### config.mk
export PLATFORM = sky130hd
export DESIGN_NAME = uart_tx_arbiter
export DESIGN_NICKNAME = d
export VERILOG_FILES = /design/src/rtl/uart_pkg.sv /design/src/rtl/rr_arbiter.sv /design/src/rtl/uart_tx_arbiter.sv
export SDC_FILE = /design/constraint.sdc
export NUM_CORES = 1
export LEC_CHECK = 0
export BUFFER_PORTS_ARGS = -buffer_cell sky130_fd_sc_hd__buf_2
export CAP_MARGIN = 25
export CORE_ASPECT_RATIO = 2
export CORE_UTILIZATION = 54
export DETAILED_ROUTE_END_ITERATION = 16
export PLACE_DENSITY = 0.95
export SYNTH_ARGS = -nofsm -noshare
export SYNTH_HDL_FRONTEND = slang
export SYNTH_HIERARCHICAL = 1
export SYNTH_SLANG_ARGS = --single-unit
### constraint.sdc
create_clock -name CLK -period 4.8 [get_ports CLK]
set_clock_uncertainty 0.2 [all_clocks]
set_input_delay 0.72 -clock CLK [delete_from_list [all_inputs] [get_ports CLK]]
set_output_delay 0.72 -clock CLK [all_outputs]
set_load 0.02 [all_outputs]
### src/rtl/uart_pkg.sv
// Shared definitions for the UART TX path: arbiter state encoding, header base
// and the registered FIFO write beat.
package uart_pkg;

    typedef enum logic [1:0] {
        ST_IDLE     = 2'd0,
        ST_HEADER   = 2'd1,
        ST_PAYLOAD  = 2'd2,
        ST_CHECKSUM = 2'd3
    } tx_state_e;

    localparam logic [7:0]  HDR_BASE_DEFAULT = 8'hA0;
    localparam int unsigned STATUS_W         = 16;
    localparam int unsigned FIFO_FULL_BIT    = 8;

    typedef struct packed {
        logic       write;
        logic [7:0] data;
    } fifo_wr_t;

    // Header byte carries the requester index in its low three bits.
    function automatic logic [7:0] hdr_byte(input logic [7:0] base, input logic [2:0] idx);
        return base | {5'b0, idx};
    endfunction

endpackage

### src/rtl/rr_arbiter.sv
// Combinational round-robin pick: first asserted request at or after ptr,
// wrapping modulo NREQ.
module rr_arbiter #(
    parameter int unsigned NREQ = 4,
    parameter int unsigned PW   = $clog2(NREQ)
) (
    input  logic [NREQ-1:0] req,
    input  logic [PW-1:0]   ptr,
    output logic            any,
    output logic [PW-1:0]   idx
);

    logic [PW-1:0] cand;

    always_comb begin
        any  = 1'b0;
        idx  = '0;
        cand = '0;
        for (int unsigned off = 0; off < NREQ; off++) begin
            cand = PW'((32'(ptr) + off) % NREQ);
            if (!any && req[cand]) begin
                any = 1'b1;
                idx = cand;
            end
        end
    end

endmodule

### src/rtl/uart_tx_arbiter.sv
// Packetising round-robin arbiter in front of a UART TX FIFO: emits
// header, payload bytes and an XOR checksum, one FIFO write at most every other cycle.
module uart_tx_arbiter
    import uart_pkg::*;
#(
    parameter int unsigned NREQ     = 4,
    parameter int unsigned MAX_LEN  = 16,
    parameter logic [7:0]  HDR_BASE = HDR_BASE_DEFAULT
) (
    input  logic                CLK,
    input  logic                RST_N,
    input  logic [NREQ-1:0]     req_valid,
    input  logic [8*NREQ-1:0]   req_data,
    input  logic [NREQ-1:0]     req_last,
    output logic [NREQ-1:0]     req_ready,
    input  logic [STATUS_W-1:0] fifo_status,
    output logic [7:0]          fifo_data,
    output logic                fifo_write,
    output logic [NREQ-1:0]     grant,
    output logic                busy
);

    localparam int unsigned PW = $clog2(NREQ);

    tx_state_e     state_q, state_nxt;
    logic [PW-1:0] ptr_q, ptr_nxt;
    logic [PW-1:0] gidx_q, gidx_nxt;
    logic [NREQ-1:0] grant_q, grant_nxt;
    logic [7:0]    chk_q, chk_nxt;
    logic [7:0]    cnt_q, cnt_nxt;
    fifo_wr_t      wr_q, wr_nxt;
    logic          busy_q;

    logic          arb_any;
    logic [PW-1:0] arb_idx;
    logic          can_write;
    logic          cur_valid;
    logic          cur_last;
    logic [7:0]    cur_data;
    logic          accept;
    logic [7:0]    cnt_inc;
    logic          pkt_end;
    logic          unused_status;

    assign unused_status = ^{fifo_status[STATUS_W-1:FIFO_FULL_BIT+1], fifo_status[FIFO_FULL_BIT-1:0]};

    assign fifo_write = wr_q.write;
    assign fifo_data  = wr_q.data;
    assign grant      = grant_q;
    assign busy       = busy_q;

    // The registered strobe blocks the cycle after a write so FIFO status can settle.
    assign can_write = ~fifo_status[FIFO_FULL_BIT] & ~wr_q.write;

    rr_arbiter #(.NREQ(NREQ), .PW(PW)) u_rr (
        .req (req_valid),
        .ptr (ptr_q),
        .any (arb_any),
        .idx (arb_idx)
    );

    // Select the granted requester's byte lane.
    always_comb begin
        cur_valid = 1'b0;
        cur_last  = 1'b0;
        cur_data  = 8'h00;
        for (int unsigned i = 0; i < NREQ; i++) begin
            if (gidx_q == PW'(i)) begin
                cur_valid = req_valid[i];
                cur_last  = req_last[i];
                cur_data  = req_data[8*i +: 8];
            end
        end
    end

    assign accept  = (state_q == ST_PAYLOAD) & can_write & cur_valid;
    assign cnt_inc = cnt_q + 8'd1;
    assign pkt_end = cur_last | (cnt_inc == 8'(MAX_LEN));

    always_ff @(posedge CLK or negedge RST_N) begin
        if (!RST_N) begin
            state_q <= ST_IDLE;
        end else begin
            state_q <= state_nxt;
        end
    end

    always_comb begin
        state_nxt = state_q;
        case (state_q)
            ST_IDLE:     if (arb_any)            state_nxt = ST_HEADER;
            ST_HEADER:   if (can_write)          state_nxt = ST_PAYLOAD;
            ST_PAYLOAD:  if (accept && pkt_end)  state_nxt = ST_CHECKSUM;
            ST_CHECKSUM: if (can_write)          state_nxt = ST_IDLE;
            default:                             state_nxt = ST_IDLE;
        endcase
    end

    always_comb begin
        req_ready = '0;
        ptr_nxt   = ptr_q;
        gidx_nxt  = gidx_q;
        grant_nxt = grant_q;
        chk_nxt   = chk_q;
        cnt_nxt   = cnt_q;
        wr_nxt    = '{write: 1'b0, data: wr_q.data};
        case (state_q)
            ST_IDLE: begin
                if (arb_any) begin
                    gidx_nxt  = arb_idx;
                    grant_nxt = NREQ'(1) << arb_idx;
                    ptr_nxt   = (arb_idx == PW'(NREQ-1)) ? '0 : arb_idx + PW'(1);
                end
            end
            ST_HEADER: begin
                if (can_write) begin
                    wr_nxt  = '{write: 1'b1, data: hdr_byte(HDR_BASE, 3'(gidx_q))};
                    chk_nxt = 8'h00;
                    cnt_nxt = 8'h00;
                end
            end
            ST_PAYLOAD: begin
                if (can_write) req_ready = grant_q;
                if (accept) begin
                    wr_nxt  = '{write: 1'b1, data: cur_data};
                    chk_nxt = chk_q ^ cur_data;
                    cnt_nxt = cnt_inc;
                end
            end
            ST_CHECKSUM: begin
                if (can_write) begin
                    wr_nxt    = '{write: 1'b1, data: chk_q};
                    grant_nxt = '0;
                end
            end
            default: ;
        endcase
    end

    always_ff @(posedge CLK or negedge RST_N) begin
        if (!RST_N) begin
            ptr_q   <= '0;
            gidx_q  <= '0;
            grant_q <= '0;
            chk_q   <= 8'h00;
            cnt_q   <= 8'h00;
            wr_q    <= '{write: 1'b0, data: 8'h00};
            busy_q  <= 1'b0;
        end else begin
            ptr_q   <= ptr_nxt;
            gidx_q  <= gidx_nxt;
            grant_q <= grant_nxt;
            chk_q   <= chk_nxt;
            cnt_q   <= cnt_nxt;
            wr_q    <= wr_nxt;
            busy_q  <= (state_nxt != ST_IDLE);
        end
    end

endmodule

==> results.md, run 1 <==
- The run finished with clean final reports.
- After detailed routing, the number of vias per cell comes to 5.92.
- The share of the Yosys chip area taken by registers is 0.421.
- For this configuration, the core starts out at a cell density of 0.563.
- The TritonCTS clock tree is built.
- Setup violations remaining at the end of the flow were counted as 0.
- The overall global routing resource usage is 0.273.
- The share of synthesized registers carrying an async set or reset is 1.00.
- The share of cells above drive strength 1 is 0.322.
- The largest fanout of any net on the critical path is 11.
- The final weighted congestion in routability-driven placement is 0.784.
- The category of the most critical setup path is reg -> out.
- In this run the core area contains 32 standard-cell rows.
- The total number of H-tree levels is 2.
- The tree built by TritonCTS fans out to 36 sinks.
- The worst setup path is launched from a register.
- The number of buffers on the longest clock path is 2.
- The largest net degree at the start of global routing is 37.
- During placement, the flow inserted port buffers numbering 60.
- The placed instance area is 2460 um2.
- The net switching share of the total power is 0.429.
- The number of global-route vias before repair is 1,877.
- The top cell types in the final layout, fill and taps aside, are buf_2 (60), nand2_1 (42), dfrtp_1 (36).
- The worst min-delay path class is reg -> reg.
- Relative to the synthesized area, the layout overhead comes to 18.8%.
- The number of max-slew violations in the final report came to 0.
- Once the clock tree was built, the setup fixing pass inserted 0 buffers.
- On the worst path, the slowest cell contributes a delay of 600 ps.
- The final standard cell utilization of the core is 0.669.
- The highest achievable clock rate is 0.376 GHz.
- The smallest clock period supported by the final layout is computed as 2660 ps.
- The detail route stage leaves a number of antenna-violating nets equal to 0.
- The design draws 1.37 mW.
- The initial antenna violation count is 0.
- The total wirelength of the detailed-routed design is 5220 um.
- For this run, the number of Yosys warnings is 6.
- Summing all multi-input logic gate instances after layout gives 1160 um2.
- Setup total negative slack on the finished layout was measured at 0 ps.
- The clock latency reported for the late side of the worst-skew pair is 290 ps.
- The post-cts gate resize count is 0.
- The count of maximum capacitance violations is 0.
- In the routed design, unresolved DRC markers number 0.
- The per-instance average area after synthesis is 10.1 um2.
- The worst voltage drop across the vdd grid is 347 uV.
- The floorplan step set the die height to 91.0 um.
- The first routing iteration left 68 violations.
- In this run, synthesis inferred 0 flip-flops with an integrated enable.
- The core area is 3800 um2.
- At the worst endpoint, the required time is 3880 ps.
- The final routed wire length divided by cell count is 16.3 um.
- The register bit count reported by yosys is 36.
- The switching power is 0.587 mW.
- The signal on the critical path passes through nor4b_4 > and2_1 > buf_2.
- The full die area is 4240 um2.
- Setup repair after global routing left no endpoint under its margin.
- The leakage power total is 1.24 nW.
- In this run the count of I/O pins placed on the die edge is 76.
- The synthesized area is 2140 um2.
- The clock network power share is 0.162.
- The category of the worst setup path capture point is an output port.
- The logic gate share of total power is 0.423.
- The half-perimeter wire length after detailed placement is 3860 um.
- The synthesized design spends more area on one cell type than any other, namely dfrtp_1.
- At the worst endpoint, the arrival time is 1740 ps.
- The fraction of post-synthesis cell area in the top cell type by area is 0.421.
- For the pin with the worst max-slew slack, the measured transition is 922 ps.
- The register clock-pin slew on the reported worst setup and hold paths is 80 ps.
- The synthesized netlist contains 35 unique library cells.
- The most common library cell in the layout ignoring fill and taps is buf_2.
- The first global-routing pass estimated 8430 um of wire.
- The detailed-routing iteration count for the pre-antenna-repair pass is 4.
- Sorting the synthesized cells by area gives the leading types as dfrtp_1 (42%), mux2i_1 (10%), nand2_1 (7.4%), mux2_2 (6.3%), a221o_1 (4.2%).
- Dividing total power by cell area gives a power density of 538 nW/um2.
- The area used by sequential logic in the layout is 901 um2.
- After routing the design area is 2540 um2.
- The number of vias after detailed routing is 1,901.
- The cell at the root of the clock tree is clkbuf_8.
- The tightest slew margin relative to the limit is 0.385.
- After global routing the overflow that remains totals 0.
- The cell count after synthesis came out at 212.
- The total number of nets in the final design is 332.
- The final count of hold timing violations was 0.
- The design internal power is 0.782 mW.
- The number of buffers inserted during clock tree synthesis is 5.
- The net count after synthesis is 275.
- The share of total power dissipated in sequential elements is 0.415.
- The filler cells instantiated in the layout total 312.
- The final antenna diode count is 0.
- The most used flip-flop cell after synthesis is dfrtp_1.
- Dividing the final minimum period by the clock period gives 0.554.
- The slowest stage of the critical path belongs to the cell dfrtp_1.
- In this run the horizontal extent of the chip is 46.5 um.
- Buffers inserted to repair hold after CTS numbered 0.
## sequential cells by signal, summed over array words and instances (netlist names)
| register | cells |
|---|---|
| grant | 4 |
| state_q | 2 |
| chk_q | 8 |
| busy | 1 |
| fifo_write | 1 |
| fifo_data | 8 |
| cnt_q | 8 |
| ptr_q | 2 |
| gidx_q | 2 |
## synthesized netlist by cell type, drive strengths merged, types with 7 or more instances
cell,count
o32ai,8
nand2b,10
mux2i,22
mux2,12
nand2,43
o21ai,8
inv,8
dfrtp,36
a221o,9
and2,7
## final timing paths
kind | startpoint | cells after the start | end | slack, ps
worst max-delay path | state_q[1]$_DFF_PN0_ | 3 | req_ready[0] | 2140
worst min-delay path | chk_q[0]$_DFFE_PN0P_ | 1 | chk_q[0]$_DFFE_PN0P_ | 290
worst max register to register | gidx_q[1]$_DFFE_PN0P_ | 4 | fifo_data[0]$_DFFE_PN0P_ | 2300
worst min register to register | chk_q[0]$_DFFE_PN0P_ | 1 | chk_q[0]$_DFFE_PN0P_ | 290
max in group asynchronous | RST_N | 1 | grant[0]$_DFFE_PN0P_ | 3580
min in group asynchronous | RST_N | 1 | cnt_q[3]$_DFFE_PN0P_ | 310
## per-stage QoR
stage / instances / worst slack, ps / hold slack, ps
6_report: 321 / 2140 / 287
5_1_grt: 321 / 2070 / 307
4_1_cts: 321 / 2140 / 288
3_5_place_dp: 313 / 2230 / 279
3_3_place_gp: 313 / 2270 / 252
2_1_floorplan: 212 / 2550 / 224
## routing by layer
metal  up-vias  global-route usage  wire length [um]  share of wire
li1        883                   -                 -              -
met2        66               0.444              3040           0.58
met5         -                   0                 0              0
met3        10              0.0517               172          0.033
met1       942               0.317              1880           0.36
met4         0               0.147               123          0.024
## area by class of cell
type,instances,share of cell area
clock buffer,5,0.0271
clock inverter,3,0.00738
inverter,8,0.0118
multi-input combinational,158,0.456
sequential,36,0.354
tap,51,0.0251
timing repair buffer,60,0.118
## logic make-up (layout without fill, tap and decap cells)
group	Yosys count	count (layout)	share of synthesized area
and+or+nand+nor	79	79	0.189
muxes	36	36	0.187
buffers and inverters	18	76	0.0368
xor gates and xnor gates	1	1	0.00409
AOI/OAI and AO/OA	37	37	0.133
DFF	36	36	0.421
adders and majority gates	5	5	0.0292
## power groups by stage
stage / clock [mW] / sequential (mW) / combinational (mW)
2_1_floorplan: 0 / 0.557 / 0.423
3_3_place_gp: 0 / 0.563 / 0.555
3_5_place_dp: 0 / 0.573 / 0.580
4_1_cts: 0.222 / 0.567 / 0.580
5_1_grt: 0.238 / 0.589 / 0.636
6_report: 0.222 / 0.568 / 0.579
## worst max-delay path: cells and delay by family, from the launching register on
family | cells | cell delay (ps)
buffers and inverters | 1 | 160
AND/OR/NAND/NOR | 2 | 680
flip-flops | 1 | 600
No activity file was read; power rests on OpenSTA's default activity.
==> run 2: changes to the inputs <==
- ABC_AREA: default -> 1
- CORE_UTILIZATION: 54 -> 47
- PLACE_DENSITY: 0.95 -> 0.89
- clock period: 4.8 -> 2.25 ns (I/O delays scaled with it)
==> results.md, run 2 <==
- The worst min-delay path class is in -> reg.
- The tightest slew margin relative to the limit is 0.460 (+0.0745).
- The switching power is 1.84 mW (+210%).
- The number of standard cells after synthesis is 354 (+67%).
- Timing would allow up to 0.474 GHz.
- The measured slew at the worst slew-check pin was 810 ps (-112 ps).
- The width of the die is 53.5 um (+15%).
- Yosys attributes the largest share of cell area to dfrtp_1 (36%), nand2_1 (16%), inv_1 (6.0%), nand3_1 (5.6%), o21ai_0 (5.2%).
- The worst setup path is captured at an output port.
- The core area is 5140 um2 (+35%).
- The count of standard-cell rows is 37 (+16%).
- For the finished layout, the period the worst path requires is 2110 ps.
- The number of buffers on the longest clock path is 2 (unchanged).
- The initial antenna violation count is 0 (unchanged).
- The highest layer used for signal routing is met4.
- The final setup TNS is 0 ps (unchanged).
- The share of synthesized registers carrying an async set or reset is 1.00 (unchanged).
- The category of the most critical setup path is reg -> out.
- The final routed wire length divided by cell count is 12.9 um (-21%).
- Ranked by instance count, the synthesized netlist is headed by nand2_1 (109), inv_1 (40), dfrtp_1 (36).
- The register bit count reported by yosys is 36 (unchanged).
- The full die area is 5620 um2 (+33%).
- The largest net degree at the start of global routing is 37 (unchanged).
- The number of vias after detailed routing is 2,534 (+33%).
- The proportion of power drawn by flip-flops and latches is 0.286 (-0.129).
- The count of warnings emitted by yosys is 6 (unchanged).
- The number of setup violations in the final report is 0 (unchanged).
- The post-synthesis to final-layout area growth is 19.6%.
- The most instantiated flip-flop cell in the synthesis netlist is dfrtp_1.
- The design internal power is 1.88 mW (+140%).
- The detailed-routing wirelength on met1 is 2200 um (+17%).
- The chip height was 105 um (+15%).
- The most common library cell in the layout ignoring fill and taps is nand2_1.
- The number of enable-type register cells in the synthesized netlist is 0 (unchanged).
- The final antenna diode count is 0 (unchanged).
- The share of synthesized area occupied by flip-flops and latches came to 0.361 (-0.0594).
- The length of routed met3 wiring is 199 um (+16%).
- The via-per-instance ratio is 5.27 (-11%).
- The clock network power share is 0.135 (-0.027).
- The synthesized area was 2490 um2 (+16%).
- The met2 wirelength from detailed routing is 3490 um (+15%).
- The wire length of the first global-routing pass is 10,400 um (+24%).
- The per-instance average area after synthesis came to 7.04 um2 (-30%).
- The number of max-slew violations in the final report is 0 (unchanged).
- The root buffer cell chosen for the clock tree is clkbuf_8.
- The overall global routing resource usage was 0.247 (-0.0264).
- The number of buffers inserted during clock tree synthesis is 5 (unchanged).
- The cell total after placement is 471 (+50%).
- The cell area power density is 1250 nW/um2 (+130%).
- The detailed-routing iteration count for the pre-antenna-repair pass is 5 (+1).
- The number of top-level design ports is 76 (unchanged).
- The first-iteration detailed-routing DRC count is 75 (+10%).
- The final weighted congestion in routability-driven placement is 0.862 (+10%).
- The overflow left after global routing came to 0 (unchanged).
- The logic gate share of total power came to 0.579 (+0.156).
- The clock latency reported for the late side of the worst-skew pair is 290 ps (about the same).
- The total power is 3.72 mW (+170%).
- The post-layout instance count excluding filler cells is 481 (+50%).
- The leakage power total is 1.66 nW (+34%).
- The count of maximum capacitance violations is 0 (unchanged).
- TritonCTS built the clock tree.
- The starting utilization of the core area is 0.485 (-0.0778).
- The cell accounting for the most synthesized area is dfrtp_1.
- The required time at the endpoint of the critical path was 1710 ps (-2170 ps).
- The final standard cell utilization of the core is 0.580 (-0.0885).
- The share of cells above drive strength 1 is 0.279 (-0.0433).
- The count of nets left with antenna violations after detail routing is 0 (unchanged).
- The category of the worst setup path launch point is a register.
- Dividing the final minimum period by the clock period gives 0.937.
- The half-perimeter wire length after detailed placement is 4810 um (+25%).
- The register clock-pin slew on the reported worst setup and hold paths came to 70 ps (about the same).
- The largest fanout of any net on the critical path is 5 (-6).
- The total number of H-tree levels is 2 (unchanged).
- By instance count, the leading cell after synthesis is nand2_1.
- In the layout the commonest cells are nand2_1 (109), buf_2 (60), inv_1 (39).
- The number of global-route vias before repair is 2,502 (+33%).
- The worst voltage drop across the vdd grid is 930 uV (+170%).
- The number of distinct library cells after synthesis is 28 (-20%).
- The final routed DRC violation total came to 0 (unchanged).
- The arrival time at the worst endpoint is 1570 ps (-170 ps).
- The final count of hold timing violations is 0 (unchanged).
- The total number of nets in the final design is 486 (+46%).
- The number of input and output port buffers inserted is 60 (unchanged).
- The post-route cell area was 2980 um2 (+17%).
- The net count after synthesis was 417 (+52%).
- The fraction of post-synthesis cell area in the top cell type by area is 0.361 (-0.0594).
- The run finished with clean final reports.
- The number of sinks driven by the clock tree was 36 (unchanged).
- Setup repair after global routing left no endpoint under its margin.
- The net switching share of the total power is 0.495 (+0.0663).
- The total wirelength of the detailed-routed design is 6180 um (+18%).
- The placed instance area came to 2850 um2 (+16%).
-- run 2: repair_timing --
item | 4_1_cts | 5_1_grt
buffers inserted | 0 | 2
resized for setup | 0 | 4
hold endpoints to repair | 36 | 0
setup endpoints to repair | 0 | 10
hold buffers | 1 | 0
-- run 2: path summary, 6_finish.rpt --
| check | depth (start not counted) | to | slack (ps) | start |
|---|---|---|---|---|
| max | 6 | req_ready[1] | 140 | fifo_write$_DFF_PN0_ |
| min | 5 | state_q[0]$_DFF_PN0_ | 230 | req_last[3] |
| max reg2reg | 14 | ptr_q[1]$_DFFE_PN0P_ | 160 | ptr_q[0]$_DFFE_PN0P_ |
| min reg2reg | 2 | fifo_data[6]$_DFFE_PN0P_ | 300 | chk_q[6]$_DFFE_PN0P_ |
| max in group asynchronous | 2 | ptr_q[0]$_DFFE_PN0P_ | 820 | RST_N |
| min in group asynchronous | 2 | chk_q[0]$_DFFE_PN0P_ | 470 | RST_N |
-- run 2: kinds of logic (layout without fill, tap and decap cells) --
group,after synthesis,count (layout),synth area share
buffers and inverters,53,122,0.0949
and+or+nand+nor,214,214,0.415
DFF,36,36,0.361
AOI/OAI and AO/OA,46,46,0.104
adders and majority gates,5,5,0.0251
-- run 2: layout make-up --
cell class	instances	area (um2)
Multi-Input combinational cell	265	1360
Fill cell	468	2160
Sequential cell	36	902
Tap cell	58	72.6
Inverter	46	183
Clock buffer	7	96.3
Timing Repair Buffer	69	370
-- run 2: worst max-delay path, stage by stage, from the launching register on --
cell,delay (ps)
dfrtp_1,370
nor2_1,190
inv_1,150
nor2_4,200
inv_1,110
nor2_1,90
buf_2,170
-- run 2: through the flow --
step           hold slack (ps)  setup slack, ps
2_1_floorplan             -158              343
4_1_cts                    216             79.2
5_1_grt                    235             7.76
3_5_place_dp               273              102
3_3_place_gp               263              186
6_report                   225              142
-- run 2: layer usage --
| layer | GRT usage | vias to the layer above |
|---|---|---|
| li1 | - | 1263 |
| met1 | 0.258 | 1172 |
| met2 | 0.443 | 78 |
| met3 | 0.0189 | 21 |
| met4 | 0.148 | 0 |
| met5 | 0 | - |
-- run 2: power by group through the flow --
stage                     combinational (mW)  sequential, mW  clock [mW]
after floorplan                         1.49            1.14           0
after global placement                  2.03            1.06           0
after detailed placement                2.11            1.07           0
after CTS                               2.12            1.06       0.504
after global routing                    2.39            1.10       0.522
final                                   2.15            1.06       0.503
==> run 3: changes to the inputs <==
- CORE_UTILIZATION: 47 -> 46
- GPL_TIMING_DRIVEN: default -> 0
- PLACE_DENSITY: 0.89 -> 0.88
- SYNTH_HIERARCHICAL: 1 -> default
==> results.md, run 3 <==
- The flow ran to the end, and the final reports show no timing, DRC or antenna violations.
- The via-per-instance ratio is 5.47 (+3.9%).
- The number of sinks driven by the clock tree is 36 (unchanged).
- The final cycle utilization of the critical path is 0.999 (+0.0622).
- The initial antenna violation count is 0 (unchanged).
- The number of buffers inserted during clock tree synthesis came to 5 (unchanged).
- The number of top-level design ports is 76 (unchanged).
- The clock latency reported for the late side of the worst-skew pair is 290 ps (about the same).
- The final routed wire length divided by cell count is 13.8 um (+7.6%).
- The largest fanout of any net on the critical path is 6 (+1).
- The overflow left after global routing came to 0 (unchanged).
- The core area is 5090 um2 (-0.90%).
- The number of setup violations in the final report was 0 (unchanged).
- The worst setup path is of the reg -> reg kind.
- The setup slack after placement is 19.8 ps (-82.4 ps).
- The number of input and output port buffers inserted is 60 (unchanged).
- The peak per-stage delay on the critical path is 500 ps (+130 ps).
- The number of buffers on the longest clock path is 2 (unchanged).
- The tightest slew margin relative to the limit came to 0.446 (-0.0137).
- The minimum period implied by the final worst setup slack came to 2250 ps (+140 ps).
- The worst voltage drop across the vdd grid came to 953 uV (+2.5%).
- The category of the worst setup path capture point is a register.
- The highest achievable clock rate came to 0.445 GHz (-6.2%).
- The width of the die was 53.4 um (-0.26%).
- The share of synthesized registers carrying an async set or reset was 1.00 (unchanged).
- The chip height was 105 um (-0.27%).
- The worst hold path belongs to the class in -> reg.
- The total buffers and inverters traversed by the critical path came to 3 (unchanged).
- The family with the most delay on the worst path is simple AND/OR/NAND/NOR gates.
- The per-instance average area after synthesis is 6.97 um2 (-0.98%).
- The largest net degree at the start of global routing is 37 (unchanged).
- The count of nets left with antenna violations after detail routing is 0 (unchanged).
- The net count after synthesis is 411 (-1.4%).
- The count of maximum capacitance violations is 0 (unchanged).
- TritonCTS built the clock tree.
- The share of cells above drive strength 1 is 0.268 (-0.0110).
- The total number of nets in the final design is 480 (-1.2%).
- The detailed-routing iteration count for the pre-antenna-repair pass was 4 (-1).
- The cell area power density is 1340 nW/um2 (+7.5%).
- In the layout the commonest cells are nand2_1 (123), buf_2 (61), dfrtp_1 (36).
- The final standard cell utilization of the core is 0.573 (-0.00701).
- The number of global-route vias before repair came to 2,589 (+3.5%).
- After synthesis, the most frequently instantiated cells are nand2_1 (125), dfrtp_1 (36), inv_1 (33).
- The register clock-pin slew on the reported worst setup and hold paths was 80 ps (about the same).
- The first-iteration detailed-routing DRC count is 73 (-2.7%).
- The library cell used most frequently in the layout, excluding fill and tap cells, is nand2_1.
- The total number of H-tree levels is 2 (unchanged).
- Ranked by total cell area, the synthesized netlist is headed by dfrtp_1 (37%), nand2_1 (19%), o21ai_0 (6.4%), inv_1 (5.1%), nand3_1 (5.0%).
- The fraction of post-synthesis cell area in the top cell type by area was 0.371 (+0.00988).
- The most instantiated flip-flop cell in the synthesis netlist is dfrtp_1.
- The share of synthesized area occupied by flip-flops and latches is 0.371 (+0.00988).
- The final antenna diode count is 0 (unchanged).
- The final routed DRC violation total came to 0 (unchanged).
- The measured slew at the worst slew-check pin came to 831 ps (+20.5 ps).
- The cell type with the highest occurrence count on the critical path is nand2_1.
- The number of vias after detailed routing is 2,605 (+2.8%).
- The synthesized area is 2430 um2 (-2.7%).
- The final weighted congestion in routability-driven placement came to 0.863 (+0.16%).
- Among all cell types in the netlist, the one instantiated most often is nand2_1.
- The library cell contributing the largest single delay on the critical path is dfrtp_1.
- The half-perimeter wire length after detailed placement is 5130 um (+6.7%).
- The total wirelength of the detailed-routed design is 6580 um (+6.5%).
- The total power is 3.91 mW (+5.3%).
- The number of enable-type register cells in the synthesized netlist is 0 (unchanged).
- The starting utilization of the core area is 0.476 (-0.00861).
- The number of distinct library cells after synthesis is 28 (unchanged).
- The overall global routing resource usage came to 0.257 (+0.0102).
- The required time at the endpoint of the critical path was 2230 ps (+520 ps).
- The post-layout instance count excluding filler cells was 476 (-1.0%).
- The register bit count reported by yosys is 36 (unchanged).
- The arrival time at the worst endpoint is 2220 ps (+650 ps).
- Setup repair after global routing could not meet its margin everywhere.
- The number of standard cells after synthesis is 348 (-1.7%).
- The count of warnings emitted by yosys is 0 (-6).
- The leakage power total was 1.61 nW (-3.6%).
- Compared with the post-synthesis result, the final layout area differs by 20.3%.
- The cell total after placement is 466 (-1.1%).
- The cell at the root of the clock tree is clkbuf_8.
- The final count of hold timing violations is 0 (unchanged).
- The wire length of the first global-routing pass came to 10,800 um (+3.2%).
- Of all cell types, the one taking the most synthesized area is dfrtp_1.
- The number of max-slew violations in the final report is 0 (unchanged).
- STA classifies the critical path startpoint as a register.
- The total of fill cells in the finished design is 491 (+4.9%).
- The final critical-path setup slack came to 2.49 ps (-140 ps).
- The signal on the critical path passes through inv_2 > nand2_1 > nand2_2 > o21ai_0 > nand3_2 > nand2_1 > nand2_2 > inv_1 > ha_1 > inv_1 > nand3_1 > nand2_1.
- The count of standard-cell rows is 37 (unchanged).
- The full die area is 5590 um2 (-0.53%).
-- run 3: changes by cell type in the layout (fill, tap and decap cells not counted), sizes merged, moves of 2 or more --
cell | before | now
clkbuf | 7 | 5
nand2 | 131 | 139
a21oi | 5 | 7
inv | 45 | 40
clkinv | 1 | 5
nor2 | 38 | 34
nor3 | 6 | 0
o2111ai | 0 | 2
nand3 | 31 | 25
nand3b | 2 | 0
o21ai | 35 | 39
-- run 3: final timing paths --
check                                          from                  endpoint  slack, ps  depth (start not counted)
setup / recovery               ptr_q[1]$_DFFE_PN0P_      ptr_q[0]$_DFFE_PN0P_          2                         12
hold / removal                       fifo_status[8]      state_q[0]$_DFF_PN0_        210                          5
setup reg to reg               ptr_q[1]$_DFFE_PN0P_      ptr_q[0]$_DFFE_PN0P_          2                         12
min in group asynchronous                     RST_N  fifo_data[5]$_DFFE_PN0P_        480                          2
max in group asynchronous                     RST_N     gidx_q[0]$_DFFE_PN0P_        840                          2
hold reg to reg            fifo_data[7]$_DFFE_PN0P_  fifo_data[7]$_DFFE_PN0P_        280                          2
-- run 3: timing repair --
action | 4_1_cts | 5_1_grt
hold buffers | 1 | 0
buffers inserted | 0 | 1
resized for setup | 0 | 6
endpoints found under the hold margin | 36 | 0
endpoints found under the setup margin | 0 | 6
-- run 3: routing by layer --
layer  track usage  share of wire  vias up
met2         0.456           0.54      107
met3        0.0335          0.041       29
met5             0              0        -
li1              -              -     1252
met4         0.175          0.064        0
met1         0.255           0.35     1217
-- run 3: cell families (layout without fill, tap and decap cells) --
| logic type | count (synthesis) | count (layout) | synth area share |
|---|---|---|---|
| and+or+nand+nor | 204 | 204 | 0.379 |
| AOI/OAI and AO/OA | 55 | 55 | 0.132 |
| buffers and inverters | 48 | 118 | 0.0928 |
| DFF | 36 | 36 | 0.371 |
| adders and majority gates | 5 | 5 | 0.0258 |
-- run 3: cell type report --
| type | count | area, um2 | area share |
|---|---|---|---|
| Timing Repair Buffer | 62 | 318 | 0.109 |
| Sequential cell | 36 | 901 | 0.309 |
| Tap cell | 58 | 72.6 | 0.0249 |
| Clock buffer | 5 | 68.8 | 0.0236 |
| Clock inverter | 3 | 18.8 | 0.00643 |
| Multi-Input combinational cell | 264 | 1320 | 0.450 |
| Inverter | 42 | 163 | 0.0557 |
| Buffer | 6 | 62.6 | 0.0214 |
-- run 3: per-stage QoR --
step	hold WS [ps]	setup TNS [ps]	instance area [um2]
CTS	210	0	2900
detailed placement	266	0	2800
global route	249	-80.5	2920
floorplan	-158	0	2430
global placement	264	0	2800
finish	211	0	2920
-- run 3: worst register-to-register path, cell delays in order (launching register included) --
cell     delay (ps)
dfrtp_1         500
inv_2           110
nand2_1          80
nand2_2         100
o21ai_0         310
nand3_2         150
nand2_1         100
nand2_2         100
inv_1           100
ha_1            190
inv_1            50
nand3_1          90
nand2_1          60
-- run 3: report_power, final --
group          switching (mW)  internal (mW)  leakage, nW
Sequential              0.185          0.905        0.471
Clock                   0.243          0.216       0.0479
Combinational            1.58          0.781         1.09
